### config.mk
export PLATFORM = sky130hd
export DESIGN_NAME = cucpu
export DESIGN_NICKNAME = d
export VERILOG_FILES = /design/src/rtl/cpu_pkg.sv /design/src/rtl/ringcpu.sv /design/src/rtl/cucpu.sv
export SDC_FILE = /design/constraint.sdc
export NUM_CORES = 1
export LEC_CHECK = 0
export BUFFER_PORTS_ARGS = -buffer_cell sky130_fd_sc_hd__buf_2
export CAP_MARGIN = 40
export CORE_AREA = 2 2 39 41
export CTS_BUF_LIST = sky130_fd_sc_hd__clkbuf_8 sky130_fd_sc_hd__clkbuf_16
export CTS_CLUSTER_SIZE = 25
export DETAILED_ROUTE_END_ITERATION = 8
export DIE_AREA = 0 0 41 43
export PLACE_DENSITY_LB_ADDON = 0.15
export SLEW_MARGIN = 40
export SYNTH_ARGS = -nofsm -noshare
export SYNTH_HDL_FRONTEND = slang
export SYNTH_SLANG_ARGS = --single-unit
export TNS_END_PERCENT = 10
### constraint.sdc
create_clock -name clk -period 1.4 [get_ports clk]
set_input_delay 0.07 -clock clk [delete_from_list [all_inputs] [get_ports clk]]
set_output_delay 0.07 -clock clk [all_outputs]
set_load 0.02 [all_outputs]
### src/rtl/cpu_pkg.sv
// -----------------------------------------------------------------------------
// cpu_pkg
// Shared definitions for the 8-bit accumulator CPU control path.
//   - Opcode constants (upper nibble of an instruction).
//   - T-state encoding of the sequencer (T1..T6 = 0..5, HALT = 7).
//   - Control-word bit indices, shared with the datapath so both sides
//     agree on which bit of a packed control word means what.
// -----------------------------------------------------------------------------
package cpu_pkg;

  // Opcodes
  localparam logic [3:0] OP_LDA = 4'b0000;
  localparam logic [3:0] OP_ADD = 4'b0001;
  localparam logic [3:0] OP_SUB = 4'b0010;
  localparam logic [3:0] OP_STA = 4'b0011;
  localparam logic [3:0] OP_JMP = 4'b0100;
  localparam logic [3:0] OP_OUT = 4'b1110;
  localparam logic [3:0] OP_HLT = 4'b1111;

  // Sequencer states. Code 6 is unused and recovers to T1.
  typedef enum logic [2:0] {
    ST_T1   = 3'd0,
    ST_T2   = 3'd1,
    ST_T3   = 3'd2,
    ST_T4   = 3'd3,
    ST_T5   = 3'd4,
    ST_T6   = 3'd5,
    ST_HALT = 3'd7
  } tstate_t;

  // Control-word bit indices
  localparam int CW_PC_OUT    = 0;
  localparam int CW_PC_INC    = 1;
  localparam int CW_PC_LOAD   = 2;
  localparam int CW_MAR_LOAD  = 3;
  localparam int CW_RAM_OUT   = 4;
  localparam int CW_RAM_WRITE = 5;
  localparam int CW_IR_LOAD   = 6;
  localparam int CW_IR_OUT    = 7;
  localparam int CW_ACC_LOAD  = 8;
  localparam int CW_ACC_OUT   = 9;
  localparam int CW_BREG_LOAD = 10;
  localparam int CW_ALU_SUB   = 11;
  localparam int CW_ALU_OUT   = 12;
  localparam int CW_OUT_LOAD  = 13;
  localparam int CW_W         = 14;

  typedef logic [CW_W-1:0] ctrl_word_t;

  // One-hot control word with only bit idx set.
  function automatic ctrl_word_t cw_bit(input int idx);
    ctrl_word_t w;
    w = '0;
    w[idx] = 1'b1;
    return w;
  endfunction

endpackage

### src/rtl/ringcpu.sv
// -----------------------------------------------------------------------------
// ringcpu
// T-state counter of the control unit. Walks T1..T6 in a ring and parks in
// HALT when the decoder requests it during T4.
// Ports:
//   clk      in   system clock, all state changes on posedge
//   clear    in   synchronous active-high reset, forces T1 (wins over run)
//   run      in   advance enable; 0 holds the current state
//   hlt_req  in   from decode: HLT seen in T4, go to HALT instead of T5
//   state_o  out  current state (registered)
// -----------------------------------------------------------------------------
import cpu_pkg::*;

module ringcpu (
  input  logic    clk,
  input  logic    clear,
  input  logic    run,
  input  logic    hlt_req,
  output tstate_t state_o
);

  tstate_t state_q;
  tstate_t state_d;

  always_comb begin
    state_d = state_q;
    if (run) begin
      case (state_q)
        ST_T1:   state_d = ST_T2;
        ST_T2:   state_d = ST_T3;
        ST_T3:   state_d = ST_T4;
        ST_T4:   state_d = hlt_req ? ST_HALT : ST_T5;
        ST_T5:   state_d = ST_T6;
        ST_T6:   state_d = ST_T1;
        // HALT is left only through clear.
        ST_HALT: state_d = ST_HALT;
        default: state_d = ST_T1;
      endcase
    end
  end

  always_ff @(posedge clk) begin
    if (clear) begin
      state_q <= ST_T1;
    end else begin
      state_q <= state_d;
    end
  end

  assign state_o = state_q;

endmodule

### src/rtl/cucpu.sv
// -----------------------------------------------------------------------------
// cucpu
// Control unit of the 8-bit accumulator CPU. Decodes the sequencer T-state
// and the IR opcode nibble into the per-cycle control lines.
// Ports:
//   clk, clear          clock / synchronous active-high reset
//   run                 sequencer enable; 0 freezes state and zeroes controls
//   IRcu[3:0]           opcode from the instruction register (valid T4..T6)
//   pc_out/pc_inc/pc_load, mar_load, ram_out/ram_write, ir_load/ir_out,
//   acc_load/acc_out, breg_load, alu_sub/alu_out, out_load
//                       control lines (combinational, gated by ~clear & run)
//   halted              sequencer is parked in HALT
//   t_state[2:0]        current state code (debug)
// -----------------------------------------------------------------------------
import cpu_pkg::*;

module cucpu (
  input  logic       clk,
  input  logic       clear,
  input  logic       run,
  input  logic [3:0] IRcu,
  output logic       pc_out,
  output logic       pc_inc,
  output logic       pc_load,
  output logic       mar_load,
  output logic       ram_out,
  output logic       ram_write,
  output logic       ir_load,
  output logic       ir_out,
  output logic       acc_load,
  output logic       acc_out,
  output logic       breg_load,
  output logic       alu_sub,
  output logic       alu_out,
  output logic       out_load,
  output logic       halted,
  output logic [2:0] t_state
);

  tstate_t    state;
  logic       hlt_req;
  logic       ctrl_en;
  ctrl_word_t cw_raw;
  ctrl_word_t cw;

  // HLT ends the instruction at T4; the sequencer moves to HALT.
  assign hlt_req = (state == ST_T4) && (IRcu == OP_HLT);

  ringcpu u_ring (
    .clk     (clk),
    .clear   (clear),
    .run     (run),
    .hlt_req (hlt_req),
    .state_o (state)
  );

  // Raw decode of state and opcode. IRcu is only looked at in T4..T6,
  // since the IR is still loading during fetch.
  always_comb begin
    cw_raw = '0;
    case (state)
      ST_T1: cw_raw = cw_bit(CW_PC_OUT) | cw_bit(CW_MAR_LOAD);
      ST_T2: cw_raw = cw_bit(CW_PC_INC);
      ST_T3: cw_raw = cw_bit(CW_RAM_OUT) | cw_bit(CW_IR_LOAD);
      ST_T4: begin
        case (IRcu)
          OP_LDA, OP_ADD, OP_SUB, OP_STA:
            cw_raw = cw_bit(CW_IR_OUT) | cw_bit(CW_MAR_LOAD);
          OP_JMP:  cw_raw = cw_bit(CW_IR_OUT) | cw_bit(CW_PC_LOAD);
          OP_OUT:  cw_raw = cw_bit(CW_ACC_OUT) | cw_bit(CW_OUT_LOAD);
          default: cw_raw = '0;
        endcase
      end
      ST_T5: begin
        case (IRcu)
          OP_LDA:         cw_raw = cw_bit(CW_RAM_OUT) | cw_bit(CW_ACC_LOAD);
          OP_ADD, OP_SUB: cw_raw = cw_bit(CW_RAM_OUT) | cw_bit(CW_BREG_LOAD);
          OP_STA:         cw_raw = cw_bit(CW_ACC_OUT) | cw_bit(CW_RAM_WRITE);
          default:        cw_raw = '0;
        endcase
      end
      ST_T6: begin
        case (IRcu)
          OP_ADD:  cw_raw = cw_bit(CW_ALU_OUT) | cw_bit(CW_ACC_LOAD);
          OP_SUB:  cw_raw = cw_bit(CW_ALU_OUT) | cw_bit(CW_ACC_LOAD)
                          | cw_bit(CW_ALU_SUB);
          default: cw_raw = '0;
        endcase
      end
      default: cw_raw = '0;
    endcase
  end

  // Gating by clear makes the reset cycle silent even though the state
  // register still holds its pre-reset value until the edge.
  assign ctrl_en = ~clear & run;
  assign cw      = cw_raw & {CW_W{ctrl_en}};

  assign pc_out    = cw[CW_PC_OUT];
  assign pc_inc    = cw[CW_PC_INC];
  assign pc_load   = cw[CW_PC_LOAD];
  assign mar_load  = cw[CW_MAR_LOAD];
  assign ram_out   = cw[CW_RAM_OUT];
  assign ram_write = cw[CW_RAM_WRITE];
  assign ir_load   = cw[CW_IR_LOAD];
  assign ir_out    = cw[CW_IR_OUT];
  assign acc_load  = cw[CW_ACC_LOAD];
  assign acc_out   = cw[CW_ACC_OUT];
  assign breg_load = cw[CW_BREG_LOAD];
  assign alu_sub   = cw[CW_ALU_SUB];
  assign alu_out   = cw[CW_ALU_OUT];
  assign out_load  = cw[CW_OUT_LOAD];

  assign halted  = (state == ST_HALT) & ~clear;
  assign t_state = state;

endmodule

==> flow_summary.yaml <==
pwr:
  power_mw: 0.515
  clockPowerShare_pct: 48.1
  p_leak_nw: 0.341
  irDropWorstVdd_uv: 556
  seqPwrFrac_pct: 19.7
  switching_share_pct: 31.9
  power_per_cell_area_nw_per_um2: 679
  p_comb_share_pct: 32.2
  p_int_mw: 0.351
  p_sw_mw: 0.164
clocking:
  cts_buffer_depth: 2
  cts_buffers: 3
  cts_sinks: 3
  postCtsSetupRepairBufs: 0
  hold_buffers: 0
  root_buffer: "clkbuf_8"
  insertion_delay_ns: 0.22
  cts.reportedPaths.clkPinSlew_ns: 0.03
  cts_tree: "done"
  htreeDepth: 1
synthesis:
  synthesis.yosys.warnings: 0
  syn_inst: 62
  ys_ff_latch: 3
  synth_top_area_share_pct: 14.1
  synth.largest_area_cell: "dfxtp_1"
  seq_area_frac_synth_pct: 14.1
  synth_area_leaders: "dfxtp_1 (14%), nor3_1 (8.2%), nor3b_1 (5.3%)"
  ys_types: 31
  netlist_area_um2: 427
  synth_area_per_cell_um2: 6.88
  syn-num-nets: 69
worst_setup_path:
  path_cells: "or3b_4, or2_4, nor3_4, buf_6"
  cp_max_fo: 3
  cp_top_family: "simple AND/OR/NAND/NOR gates"
  crit_buf_inv: 1
  worstSetupEndpointType: "primary output"
  arrival_ns: 1.49
  critPathRequiredTime_ns: 1.33
  worst_path_max_delay_cell: "or3b_4"
  slowest_delay_ns: 0.38
  startpoint_type: "flip-flop"
  crit_type: "flip-flop to primary output"
drt:
  via_per_inst: 5.36
  initialDrtViolationCount: 11
  postRouteAntennaNets: 0
  wirelength_um: 1370
  wl_per_cell_um: 12.7
  vias: 579
  route.detailed.drc: 0
  firstDrtPassIters: 5
global_route:
  use_met1_pct: 22.8
  grt.busiest_layer: "met2"
  antenna_found_initial: 0
  grtUsageTotal_pct: 17.0
  grt_pass1_wl_um: 2100
  grt_pass1_vias: 489
  met2_usage_pct: 25.0
  grtUsageMet3_pct: 1.57
  grt_max_degree: 13
  overflow: 0
final_layout:
  final_nets: 100
  largest_reg_flops: 3
  instances_no_fill: 108
  flow.area_growth_from_synthesis_pct: 77.7
  diodes: 0
  finalInstanceArea_um2: 758
  postLayoutCoreUtil_pct: 54.8
  drive_above_1_share_pct: 56.5
sta:
  slew_viol_final: 0
  fmax_mhz: 639
  fin_tns_setup_ns: -0.550
  setup_viol: 7
  fin_crit_sh_pct: 112
  setup_ws_ns: -0.165
  tightest_slew_ns: 0.356
  period_minus_slack_ns: 1.56
  hold_violations: 0
  rsz0062_at_grt: "true"
  slew-limit-headroom_pct: 76.0
  finClkSkew_ns: 0.000839
floorplanning:
  die_area_um2: 1760
  start_util_pct: 30.8
  coreArea_um2: 1380
  io_pins: 25
  die_h_um: 43
  rows: 14
  die_w_um: 41
placement:
  dpl-instance-area_um2: 637
  post-place-cells: 104
  hpwlAfterDp_um: 1010
  gp_congestion: 0.740
  io_buffer_count: 24
run_status:
  status: "finished with violations"
  violations: "setup timing"
min_path:
  hp-class: "input pin to flip-flop"
run:
  cap_violations: 0
==> power by group through the flow <==
stage	Sequential [mW]	Combinational, mW	Clock [mW]
finish	0.101	0.166	0.247
global route	0.103	0.180	0.257
CTS	0.100	0.154	0.255
detailed placement	0.101	0.149	0
global placement	0.101	0.149	0
floorplan	0.104	0.0876	0
==> cells in the final DEF, fill, tap and decap left out, drive strengths merged, types with 2 or more instances in the layout <==
| cell type | netlist | routed |
|---|---|---|
| nand3b | 2 | 2 |
| nor2 | 5 | 5 |
| nor3b | 3 | 3 |
| nor4 | 3 | 3 |
| dfxtp | 3 | 3 |
| a21o | 2 | 2 |
| clkbuf | 3 | 3 |
| or2b | 2 | 2 |
| nand2b | 2 | 2 |
| a21oi | 4 | 4 |
| or2 | 2 | 2 |
| nor2b | 2 | 2 |
| nor3 | 7 | 7 |
| nand2 | 5 | 5 |
| buf | 2 | 31 |
| inv | 3 | 4 |
==> synth_stat cells <==
library cell / number
nand3b_1: 2
a31oi_1: 1
dfxtp_1: 3
and4_1: 1
or2_2: 1
o21a_1: 1
nor4_4: 1
or3b_1: 1
xor2_1: 1
buf_6: 1
nor4_1: 2
o21ai_0: 1
a21oi_1: 4
nor3b_1: 3
inv_1: 3
nor4b_1: 1
buf_2: 1
nand3_1: 1
nor2_1: 5
nand2_1: 5
or2_4: 1
a21o_1: 2
nor2b_1: 2
o311ai_0: 1
or2b_1: 2
o31a_1: 1
and4b_1: 1
clkbuf_1: 3
o211ai_1: 1
nand2b_1: 2
nor3_1: 7
==> layer usage <==
| layer | vias to the layer above | routed length, um |
|---|---|---|
| li1 | 284 | - |
| met1 | 275 | 602 |
| met2 | 18 | 707 |
| met3 | 2 | 55 |
| met4 | 0 | 8 |
| met5 | - | 0 |
==> area by class of cell <==
class,instances,area [um2]
fillers,142,626
multi-input cells,51,410
repair buffers,31,209
flip-flops and latches,3,62.6
clock buffers,3,41.3
well taps,16,20.0
inverters,3,11.3
clock inverters,1,3.75
==> per-stage QoR <==
step / hold WS, ns / setup slack (ns)
3_5_place_dp: 0.378 / -0.00886
4_1_cts: 0.152 / -0.202
3_3_place_gp: 0.383 / 0.0241
2_1_floorplan: 0.132 / -0.180
5_1_grt: 0.190 / -0.226
6_report: 0.176 / -0.165
==> cell families after synthesis <==
| kind of cell | after synthesis | share of synthesized area, % |
|---|---|---|
| buffers and inverters | 8 | 9.09 |
| xor gates and xnor gates | 1 | 2.05 |
| and+or+nand+nor | 38 | 56.3 |
| DFF | 3 | 14.1 |
| AOI/OAI and AO/OA | 12 | 18.5 |
==> worst paths after layout <==
check	startpoint	endpoint	slack, ns	cells after the start
worst max-delay path	u_ring.state_o[2]	ir_out	-0.16	4
worst min-delay path	run	u_ring.state_o[2]	0.18	3
worst max register to register	u_ring.state_o[0]	u_ring.state_o[0]	0.27	4
worst min register to register	u_ring.state_o[2]	u_ring.state_o[2]	0.63	3
==> worst reg2reg max path, delay by kind of cell, from the launching register on <==
kind	cells	cell delay, ns
buffers and inverters	1	0.18
AND/OR/NAND/NOR	1	0.27
AO/OA/AOI/OAI	2	0.29
flip-flops	1	0.32
==> repair_timing <==
| action | CTS | global route |
|---|---|---|
| setup endpoints to repair | 14 | 14 |
| pin swaps | 5 | 2 |
| gates resized for setup | 10 | 13 |
| hold endpoints to repair | 0 | 0 |
| cloned | 0 | 0 |
Power figures use the tool's default switching activity.
